[src/rtl/sobel_grad.sv]
// Sobel edge detector: 3x3 window in, |Gx|+|Gy| pixel out, 3-stage stallable pipeline.
// Define SOBEL_THRESH_EN to binarise the output against THRESH.
module sobel_grad #(
  parameter int COLS   = 638,
  parameter int ROWS   = 478,
  parameter int THRESH = 64
) (
  input  logic        clk,
  input  logic        reset,
  input  logic [71:0] win_in,
  input  logic        win_valid,
  output logic        win_ready,
  output logic [7:0]  pix_out,
  output logic        pix_valid,
  input  logic        pix_ready,
  output logic [9:0]  pix_col,
  output logic [8:0]  pix_row,
  output logic        frame_done
);

  localparam logic [9:0] COL_LAST = 10'(COLS - 1);
  localparam logic [8:0] ROW_LAST = 9'(ROWS - 1);

  logic [7:0] p00, p10, p20, p01, p11, p21, p02, p12, p22;
  assign {p00, p10, p20, p01, p11, p21, p02, p12, p22} = win_in;

  logic stall, advance, xfer;
  logic s1_valid_q, s2_valid_q, s3_valid_q;
  logic signed [10:0] gx_d, gy_d, gx_q, gy_q;
  logic [10:0] gx_pos, gx_neg, gy_pos, gy_neg;
  logic [10:0] neg_gx, neg_gy, mag_d, mag_q;
  logic [9:0]  abs_gx, abs_gy;
  logic [7:0]  sat_mag, pix_d, pix_q;
  logic [9:0]  col_d, col_q;
  logic [8:0]  row_d, row_q;
  logic        frame_done_d, frame_done_q;

  // The whole pipeline freezes only when the output register holds an unaccepted pixel.
  assign stall     = s3_valid_q & ~pix_ready;
  assign advance   = ~stall;
  assign xfer      = s3_valid_q & pix_ready;
  assign win_ready = advance;

  // S1 inputs: each sum of positive / negative taps fits in 10 bits, difference in 11 signed.
  assign gx_pos = {3'b0, p02} + {2'b0, p12, 1'b0} + {3'b0, p22};
  assign gx_neg = {3'b0, p00} + {2'b0, p10, 1'b0} + {3'b0, p20};
  assign gy_pos = {3'b0, p20} + {2'b0, p21, 1'b0} + {3'b0, p22};
  assign gy_neg = {3'b0, p00} + {2'b0, p01, 1'b0} + {3'b0, p02};
  assign gx_d   = $signed(gx_pos - gx_neg);
  assign gy_d   = $signed(gy_pos - gy_neg);

  assign neg_gx = -gx_q;
  assign neg_gy = -gy_q;
  assign abs_gx = gx_q[10] ? neg_gx[9:0] : gx_q[9:0];
  assign abs_gy = gy_q[10] ? neg_gy[9:0] : gy_q[9:0];
  assign mag_d  = {1'b0, abs_gx} + {1'b0, abs_gy};

  assign sat_mag = (|mag_q[10:8]) ? 8'hFF : mag_q[7:0];
`ifdef SOBEL_THRESH_EN
  localparam logic [7:0] THRESH_L = 8'(THRESH);
  assign pix_d = (sat_mag >= THRESH_L) ? 8'hFF : 8'h00;
`else
  assign pix_d = sat_mag;
`endif

  // NOTE: every variable assigned in always_comb gets a default first, so no path can infer a latch.
  always_comb begin
    col_d        = col_q;
    row_d        = row_q;
    frame_done_d = 1'b0;
    if (xfer) begin
      if (col_q == COL_LAST) begin
        col_d = '0;
        if (row_q == ROW_LAST) begin
          row_d        = '0;
          frame_done_d = 1'b1;
        end else begin
          row_d = row_q + 9'd1;
        end
      end else begin
        col_d = col_q + 10'd1;
      end
    end
  end

  // NOTE: sequential state uses non-blocking assignments so all registers update from pre-edge values.
  always_ff @(posedge clk or posedge reset) begin
    if (reset) begin
      s1_valid_q   <= 1'b0;
      s2_valid_q   <= 1'b0;
      s3_valid_q   <= 1'b0;
      pix_q        <= '0;
      col_q        <= '0;
      row_q        <= '0;
      frame_done_q <= 1'b0;
    end else begin
      if (advance) begin
        s1_valid_q <= win_valid;
        s2_valid_q <= s1_valid_q;
        s3_valid_q <= s2_valid_q;
        pix_q      <= pix_d;
      end
      col_q        <= col_d;
      row_q        <= row_d;
      frame_done_q <= frame_done_d;
    end
  end

  // NOTE: interior datapath registers carry no reset; the valid bits alone decide whether they are used.
  always_ff @(posedge clk) begin
    if (advance) begin
      gx_q  <= gx_d;
      gy_q  <= gy_d;
      mag_q <= mag_d;
    end
  end

  assign pix_out    = pix_q;
  assign pix_valid  = s3_valid_q;
  assign pix_col    = col_q;
  assign pix_row    = row_q;
  assign frame_done = frame_done_q;

endmodule

[config.mk]
export PLATFORM = sky130hd
export DESIGN_NAME = sobel_grad
export DESIGN_NICKNAME = d
export VERILOG_FILES = /design/src/rtl/sobel_grad.sv
export SDC_FILE = /design/constraint.sdc
export NUM_CORES = 1
export LEC_CHECK = 0
export CORE_MARGIN = 5
export CORE_UTILIZATION = 50
export DETAILED_ROUTE_END_ITERATION = 8
export PLACE_DENSITY_LB_ADDON = 0.3
export SYNTH_ARGS = -nofsm -noshare
export SYNTH_HDL_FRONTEND = slang
export SYNTH_SLANG_ARGS = --single-unit
[constraint.sdc]
create_clock -name clk -period 3.1 [get_ports clk]
set_input_delay 0.775 -clock clk [delete_from_list [all_inputs] [get_ports clk]]
set_output_delay 0.775 -clock clk [all_outputs]
set_load 0.05 [all_outputs]
== Word-level counts from Yosys, hierarchy flattened ==
Cells that the tools add are included.

* Bits in registers: 64
* Input port bits: 76
* Logic and storage cells: 41

* $add $sub $neg: 15
* Equal/unequal tests: 2
* Muxes and demuxes: 8
* Bitwise operators: 4
* Reduce and logical (&&, ||, !) cells: 2

{| class="wikitable"
|+ Operator list
! cell !! number
|-
| $add A10 B8 Y11 || 4
|-
| $add A8 B9 Y10 || 4
|-
| $mux W10 || 3
|-
| $sub A11 B11 Y11 || 2
|-
| $neg A10 Y10 || 2
|-
| $add A10 B10 Y11 || 1
|-
| $add A10 B1 Y10 const B || 1
|-
| $eq A10 B10 Y1 const B || 1
|-
| $add A9 B1 Y9 const B || 1
|-
| $eq A9 B9 Y1 const B || 1
|-
| $mux W9 || 1
|-
| $mux W8 || 1
|-
| $mux W1 || 3
|-
| $reduce_or A3 Y1 || 1
|-
| $and A1 B1 Y1 || 2
|-
| $not A1 Y1 || 2
|-
| $reduce_and A2 Y1 || 1
|}

== Longest topological paths before layout ==
Gate-level depths: netlist of run 1.

* Depth after elaboration: 4
* Depth in mapped cells: 15
* Depth with buffers taken out: 15

== Worst setup path after synthesis of run 1 ==
No wires, ideal clock.

* Kind: input -> register
* Start point: in win_in[18]
* End point: reg gy_q[10] (data pin)
* Arrival time: 3.745 ns
* Slack: -0.791 ns
* Stages: 12
* Cell sequence: inv_1 -> fa_1 -> fa_1 -> inv_1 -> fa_1 -> inv_1 -> ha_1 -> a21oi_1 -> o211ai_1 -> o21a_1 -> a311o_1 -> a21oi_1

* Longest elaborated chain between the ends: 2

{| class="wikitable"
|+ RTL lines
! element !! line !! source
|-
| start, declared || 10 || <nowiki>input logic [71:0] win_in,</nowiki>
|-
| $add A10 B8 Y11 || 48 || <nowiki>assign gy_neg = {3'b0, p00} + {2'b0, p01, 1'b0} + {3'b0, p02};</nowiki>
|-
| $sub A11 B11 Y11 || 50 || <nowiki>assign gy_d = $signed(gy_pos - gy_neg);</nowiki>
|-
| named net gy_d[10] || 29 || <nowiki>logic signed [10:0] gx_d, gy_d, gx_q, gy_q;</nowiki>
|-
| end signal, assigned || 113 || <nowiki>gy_q <= gy_d;</nowiki>
|-
| end, declared || 29 ||
|}

The timed path passes the listed nets, and every way through them passes these cells.
A chain may end at the register's enable or synchronous reset.

== Final worst setup path of run 1 ==
* Start point: in win_in[51]
* End point: reg gy_q[8] (data pin)

* Longest elaborated chain between the ends: 3

{| class="wikitable"
|+ RTL lines
! element !! line !! source
|-
| $add A8 B9 Y10 || 47 || <nowiki>assign gy_pos = {3'b0, p20} + {2'b0, p21, 1'b0} + {3'b0, p22};</nowiki>
|-
| $add A10 B8 Y11 || 47 ||
|-
| $sub A11 B11 Y11 || 50 ||
|-
| named net gy_d[8] || 29 ||
|}

The timed path passes the listed nets, and every way through them passes these cells.

==> results of run 1 <==
registers in the layout (all words and copies together), names as in the netlist, 8 cells and up:
name,cells
pix_row,9
pix_col,10
mag_q,11
gy_q,11
gx_q,11
pix_out,8
power breakdown:
part	leakage, nW	internal (mW)	switching, mW
Combinational	2.77	2.88	2.88
Clock	0.140	0.582	0.335
Sequential	0.700	1.51	0.235
logic make-up after synthesis:
logic type / Yosys count / share of synthesized area [%]
fa+ha+maj: 103 / 31.4
mux: 2 / 0.401
compound gates: 85 / 9.97
xor+xnor: 43 / 6.71
flops: 64 / 31.5
simple gates: 109 / 9.90
buf+inv: 151 / 10.1
placed cells by master (no fill, tap or decap), types with 14 or more instances in the layout:
cell type         n
o21ai_0          16
buf_4            37
nor2_1           17
dfrtp_1          31
xnor2_1          31
ha_1             21
inv_1            87
dlygate4sd2_1    20
clkdlybuf4s50_1  37
ha_4             14
buf_6            26
inv_2            53
edfxtp_1         33
fa_1             58
nand2_1          26
routing by layer:
| metal | up-vias | track usage, % | wire length, µm |
|---|---|---|---|
| met5 | - | 0 | 0 |
| li1 | 2104 | - | - |
| met4 | 0 | 6.34 | 355 |
| met1 | 2142 | 21.5 | 4630 |
| met2 | 148 | 37.0 | 6890 |
| met3 | 36 | 2.92 | 679 |
repair_timing:
action / CTS / global route
hold buffers: 0 / 0
pin swaps: 104 / 60
hold endpoints to repair: 0 / 0
endpoints found under the setup margin: 18 / 18
setup buffers: 11 / 7
gates resized for setup: 208 / 50
cell type report:
type | instances | share of cell area, %
timing repair buffer | 149 | 17.3
multi-input combinational | 342 | 47.0
sequential | 64 | 22.7
clock buffer | 13 | 3.34
clock inverter | 3 | 0.209
inverter | 144 | 7.25
tap | 140 | 2.25
how the worst min path moves through the flow:
stage,endpoint,start,depth (start not counted)
final,pix_out[4],mag_q[4],1
after global routing,pix_out[4],mag_q[4],1
after CTS,pix_out[6],mag_q[6],1
after detailed placement,pix_out[1],mag_q[1],1
after global placement,pix_out[5],mag_q[5],1
after floorplan,pix_valid,s2_valid_q,1
metrics by stage:
| step | instance area (µm²) | TNS, ns |
|---|---|---|
| final | 7800 | -5.88 |
| after global placement | 7210 | -18.23 |
| after floorplan | 5820 | -5.36 |
| after global routing | 7800 | -7.67 |
| after detailed placement | 7210 | -19.11 |
| after CTS | 7640 | -5.16 |
==> results.md, run 1 <==
- Status: finished with violations
- Violated checks: negative setup slack
- Crit path setup slack, layout: -0.553 ns
- Vias in the first global route: 4712
- Commonest register cell after synthesis: edfxtp_1
- R2r setup slk: 0.36 ns
- Pin slew with the least headroom to its limit: 0.554 ns
- DRT Pass-1 Iters: 4
- Initial core utilization: 51.3%
- Rows: 38
- Top cell type by total area after synthesis: fa_1
- I/O Pins: 106
- F_max: 274 MHz
- Die W: 116 µm
- Num CTS Buffers: 9
- Yosys warns: 0
- Crit path buf inv count: 4
- Skew-Pair Late Insertion Delay: 0.32 ns
- Deepest clock path buffer count: 2
- Top cells by area, synth: fa_1 (22%), edfxtp_1 (18%), dfrtp_1 (14%)
- Synth-to-layout area growth: 38.9%
- Antenna Cells: 0
- Critical R2R Launch: gx_q[1]
- Wire per inst: 14.7 µm
- Final Wtd Congestion: 0.832
- Total track usage: 19.2%
- Leak: 3.61 nW
- Overall Power: 8.43 mW
- Mapped Avg Cell Area: 10.1 µm²
- CTS Sinks: 64
- Levels on crit path: 13
- Core Box Area: 0.0109 mm²
- Post-synth EDFFs: 33
- Largest stage delay on the critical path: 0.55 ns
- Crit-path leading delay family: adder cells
- First-pass GRT wire length: 20700 µm
- End of the worst register-to-register path: mag_q[8]
- Initial antenna violation count: 0
- CTS tree: done
- Cell with the most instances after synthesis: inv_1
- Mapped Cells: 557
- Fill cell count: 782
- Via density: 5.18
- Pre-CTS setup slack: -1.26 ns
- WP data required: 3.17 ns
- H-tree depth: 3
- Clock Tree Root: clkbuf_16
- Worst Setup EP: gy_q[8]
- Worst Hold Class: flop to flop
- FF+latch area: 0.00177 mm²
- Worst path cell trace: buf_2, fa_1, fa_1, inv_1, fa_1, inv_2, ha_4, nand3_2, o211ai_1, o21a_1, buf_6, o22ai_4, xnor2_2
- Unrepaired setup endpoints after global routing: true
- Slowest-stage cell, CP: fa_1
- WS Path Type: input port to flop
- Hold Vio Cnt, Final: 0
- I/O Buffers: 97
- Hold slack final: 0.456 ns
- Mapped Area: 0.00561 mm²
- Top-area cell type share of the netlist area: 22.5%
- Clock transition at path regs: 0.05 ns
- Non-filler cells, final: 855
- Max FO, Critical Path: 3
- Via count: 4430
- Most instantiated cells after synthesis: inv_1 (144), fa_1 (63), ha_1 (40), xnor2_1 (34), edfxtp_1 (33)
- Synthesized Nets: 736
- Hpwl dp: 9230 µm
- R2R cell count: 11
- Relative slew slack: 62.8%
- Cell mode on critical path: fa_1
- Largest net degree at the start of global routing: 46
- DR iter-0 viols: 318
- CP endpoint kind: flop
- # placed instances: 823
- Max-cap violation count: 0
- Max IR drop VDD: 523 µV
- Post-synthesis sequential area ratio: 31.5%
- PD cells: 1080 mW/mm²
- Die H: 116 µm
- Setup violators final: 18
- Remaining global-route overflow: 0
- Die footprint: 0.0134 mm²
- Antenna viol nets, final: 0
- Share of cells above drive strength 1: 30.6%
- Period utilisation layout: 118%
- Worst Path Arrival: 3.72 ns
- DR DRC count: 0
- FF+latch count, synth: 64
- CP Launch Type: input port
- Drt total wl: 12600 µm
- # nets final: 889
- Yosys cell types: 47
- Worst setup startpoint: win_in[51]
- Multi-input gate area: 0.00367 mm²
- Final Core Density: 71.3%
- Tmin final: 3.65 ns
- Async S/R FF share, synth: 48.4%
- Clock skew: 0.00798 ns
- Pins Over Slew Limit: 0
Note: power is estimated with default switching activity, not from simulation.
==> run 2: changes to the inputs <==
--- a/config.mk
+++ b/config.mk
@@ -5,6 +5,7 @@
 export SDC_FILE = /design/constraint.sdc
 export NUM_CORES = 1
 export LEC_CHECK = 0
+export ABC_CLOCK_PERIOD_IN_PS = 3100
 export CORE_MARGIN = 5
 export CORE_UTILIZATION = 50
 export DETAILED_ROUTE_END_ITERATION = 8
==> constraint.sdc (replaced) <==
create_clock -name clk -period 3.1 [get_ports clk]
set_input_delay 0.775 -clock clk [delete_from_list [all_inputs] [get_ports clk]]
set_output_delay 0.775 -clock clk [all_outputs]
set_load 0.01 [all_outputs]
==> results.md, run 2 (synthesis gave the netlist of run 1 again) <==
- Status: finished with violations (unchanged)
- Violated checks: negative setup slack (unchanged)
- Setup violators final: 17 (was 18)
- Synth-to-layout area growth: 39.0% (was 38.9%)
- Sw power: 3.23 mW (was 3.45 mW)
- Die footprint: 0.0134 mm² (unchanged)
- Period utilisation layout: 116% (was 118%)
- DR iter-0 viols: 331 (was 318)
- Clock transition at path regs: 0.06 ns (was 0.05 ns)
- Drt total wl: 12200 µm (was 12600 µm)
- Final Wtd Congestion: 0.837 (was 0.832)
- Hold buffer count at cts: 0 (unchanged)
- H-tree depth: 3 (unchanged)
- PD cells: 1050 mW/mm² (was 1080 mW/mm²)
- Pin slew with the least headroom to its limit: 0.533 ns (was 0.554 ns)
- Slowest-stage cell, CP: fa_1 (unchanged)
- Initial core utilization: 51.3% (unchanged)
- Largest stage delay on the critical path: 0.53 ns (was 0.55 ns)
- Die W: 116 µm (unchanged)
- I/O Buffers: 97 (unchanged)
- Antenna Cells: 0 (unchanged)
- F_max: 278 MHz (was 274 MHz)
- # placed instances: 823 (unchanged)
- Most frequent cells in the layout: inv_1 (87), fa_1 (55), inv_2 (52) (was inv_1 (87), fa_1 (58), inv_2 (53))
- Largest regs: gx_q: 11 flops, gy_q: 11 flops, mag_q: 11 flops (unchanged)
- Initial antenna violation count: 0 (unchanged)
- Overall Power: 8.20 mW (was 8.43 mW)
- Crit path setup slack, layout: -0.500 ns (was -0.553 ns)
- Worst path cell trace: buf_8, inv_4, fa_1, fa_1, inv_2, fa_1, buf_6, fa_2, nor2b_4, o2111ai_2, nand3_2, buf_6, nor2_2, xnor2_1 (was buf_2, fa_1, fa_1, inv_1, fa_1, inv_2, ha_4, nand3_2, o211ai_1, o21a_1, buf_6, o22ai_4, xnor2_2)
- Max IR drop VDD: 561 µV (was 523 µV)
- Relative slew slack: 64.2% (was 62.8%)
- Switching Fraction: 39.4% (was 40.9%)
- Remaining global-route overflow: 0 (unchanged)
- Max FO, Critical Path: 2 (was 3)
- Pins Over Slew Limit: 0 (unchanged)
- Comb pwr share: 67.2% (was 68.4%)
- Flop pwr share: 21.4% (was 20.7%)
- Hold slack final: 0.450 ns (was 0.456 ns)
- WS Path Type: input port to flop (unchanged)
- FF+latch area: 0.00177 mm² (unchanged)
- Largest net degree at the start of global routing: 46 (unchanged)
- Fill cell count: 761 (was 782)
- CTS tree: done (unchanged)
- Total track usage: 19.2% (about the same)
- Leak: 3.61 nW (about the same)
- Deepest clock path buffer count: 2 (unchanged)
- # nets final: 891 (was 889)
- Tmin final: 3.60 ns (was 3.65 ns)
- Worst Path Arrival: 3.67 ns (was 3.72 ns)
- Setup_tns: -5.89 ns (was -5.88 ns)
- WP data required: 3.17 ns (about the same)
- CTS Sinks: 64 (unchanged)
- Multi-input gate area: 0.00369 mm² (was 0.00367 mm²)
- I/O Pins: 106 (unchanged)
- Antenna viol nets, final: 0 (unchanged)
- CP Launch Type: input port (unchanged)
- Via count: 4366 (was 4430)
- Unrepaired setup endpoints after global routing: true (unchanged)
- Max-cap violation count: 0 (unchanged)
- Clock group share of total power: 11.5% (was 10.9%)
- Worst Hold Class: flop to flop (unchanged)
- Hold Vio Cnt, Final: 0 (unchanged)
- Num CTS Buffers: 9 (unchanged)
- Cell mode on critical path: fa_1 (unchanged)
- Wire per inst: 14.3 µm (was 14.7 µm)
- Core Box Area: 0.0109 mm² (unchanged)
- CP endpoint kind: flop (unchanged)
- Non-filler cells, final: 857 (was 855)
- Vias in the first global route: 4769 (was 4712)
- Skew-Pair Late Insertion Delay: 0.32 ns (about the same)
- Pint: 4.96 mW (was 4.98 mW)
- Final Core Density: 71.3% (about the same)
- DRT Pass-1 Iters: 4 (unchanged)
- Rows: 38 (unchanged)
- Die H: 116 µm (unchanged)
- Clock Tree Root: clkbuf_16 (unchanged)
- Via density: 5.09 (was 5.18)
- Hpwl dp: 9140 µm (was 9230 µm)
- First-pass GRT wire length: 20800 µm (was 20700 µm)
- Share of cells above drive strength 1: 31.7% (was 30.6%)
- Clock skew: 0.00774 ns (was 0.00798 ns)
- Most common cell after layout, fill and taps aside: inv_1 (unchanged)
- DR DRC count: 0 (unchanged)
[run 2: cell type report]
cell class | instances | area share, %
multi-input combinational | 342 | 47.3
clock inverter | 3 | 0.193
tap | 140 | 2.25
clock buffer | 13 | 3.48
sequential | 64 | 22.7
timing repair buffer | 151 | 16.8
inverter | 144 | 7.28
[run 2: worst max-delay path: cells and delay by family]
family                     cells  cell delay (ns)
adders and majority gates      4             1.92
buffers and inverters          5             0.40
and+or+nand+nor                3             0.32
AOI/OAI and AO/OA              1             0.14
xor gates and xnor gates       1             0.11
[run 2: worst paths after layout]
kind | slack (ns) | cells past startpoint | start | to
hold reg to reg | 0.45 | 1 | mag_q[0] | pix_out[0]
min in group asynchronous | 0.84 | 3 | reset | pix_row[4]
setup / recovery | -0.50 | 14 | win_in[18] | gy_q[7]
hold / removal | 0.45 | 1 | mag_q[0] | pix_out[0]
max in group asynchronous | 1.97 | 3 | reset | pix_col[0]
setup reg to reg | 0.38 | 11 | gx_q[0] | mag_q[8]
[run 2: metrics by stage]
step	setup slack, ns	area, µm²
after floorplan	-0.570	5810
after global placement	-1.21	7200
after detailed placement	-1.27	7200
after CTS	-0.569	7680
after global routing	-0.592	7800
final	-0.500	7800
[run 2: layer usage]
| metal | global-route usage [%] | wire, µm |
|---|---|---|
| met3 | 3.34 | 573 |
| met2 | 36.6 | 6800 |
| met5 | 0 | 0 |
| met4 | 5.57 | 173 |
| met1 | 22.0 | 4700 |
[run 2: power groups by stage]
stage / registers (mW) / logic, mW / clock network [mW]
finish: 1.75 / 5.51 / 0.941
global route: 1.80 / 6.08 / 1.01
CTS: 1.75 / 5.14 / 0.960
detailed placement: 1.76 / 4.57 / 0
global placement: 1.74 / 4.41 / 0
floorplan: 1.71 / 3.41 / 0
[run 2: what timing repair did]
item	in CTS	in global routing
buffers inserted	22	9
endpoints found under the setup margin	18	18
pin swaps	102	74
resized for setup	200	62
==> run 3: changes to the inputs <==
--- a/config.mk
+++ b/config.mk
@@ -5,7 +5,6 @@
 export SDC_FILE = /design/constraint.sdc
 export NUM_CORES = 1
 export LEC_CHECK = 0
-export ABC_CLOCK_PERIOD_IN_PS = 3100
 export CORE_MARGIN = 5
 export CORE_UTILIZATION = 50
 export DETAILED_ROUTE_END_ITERATION = 8
==> results of run 3 <==
The final DEF is identical to that of run 2; final timing and power are the same.
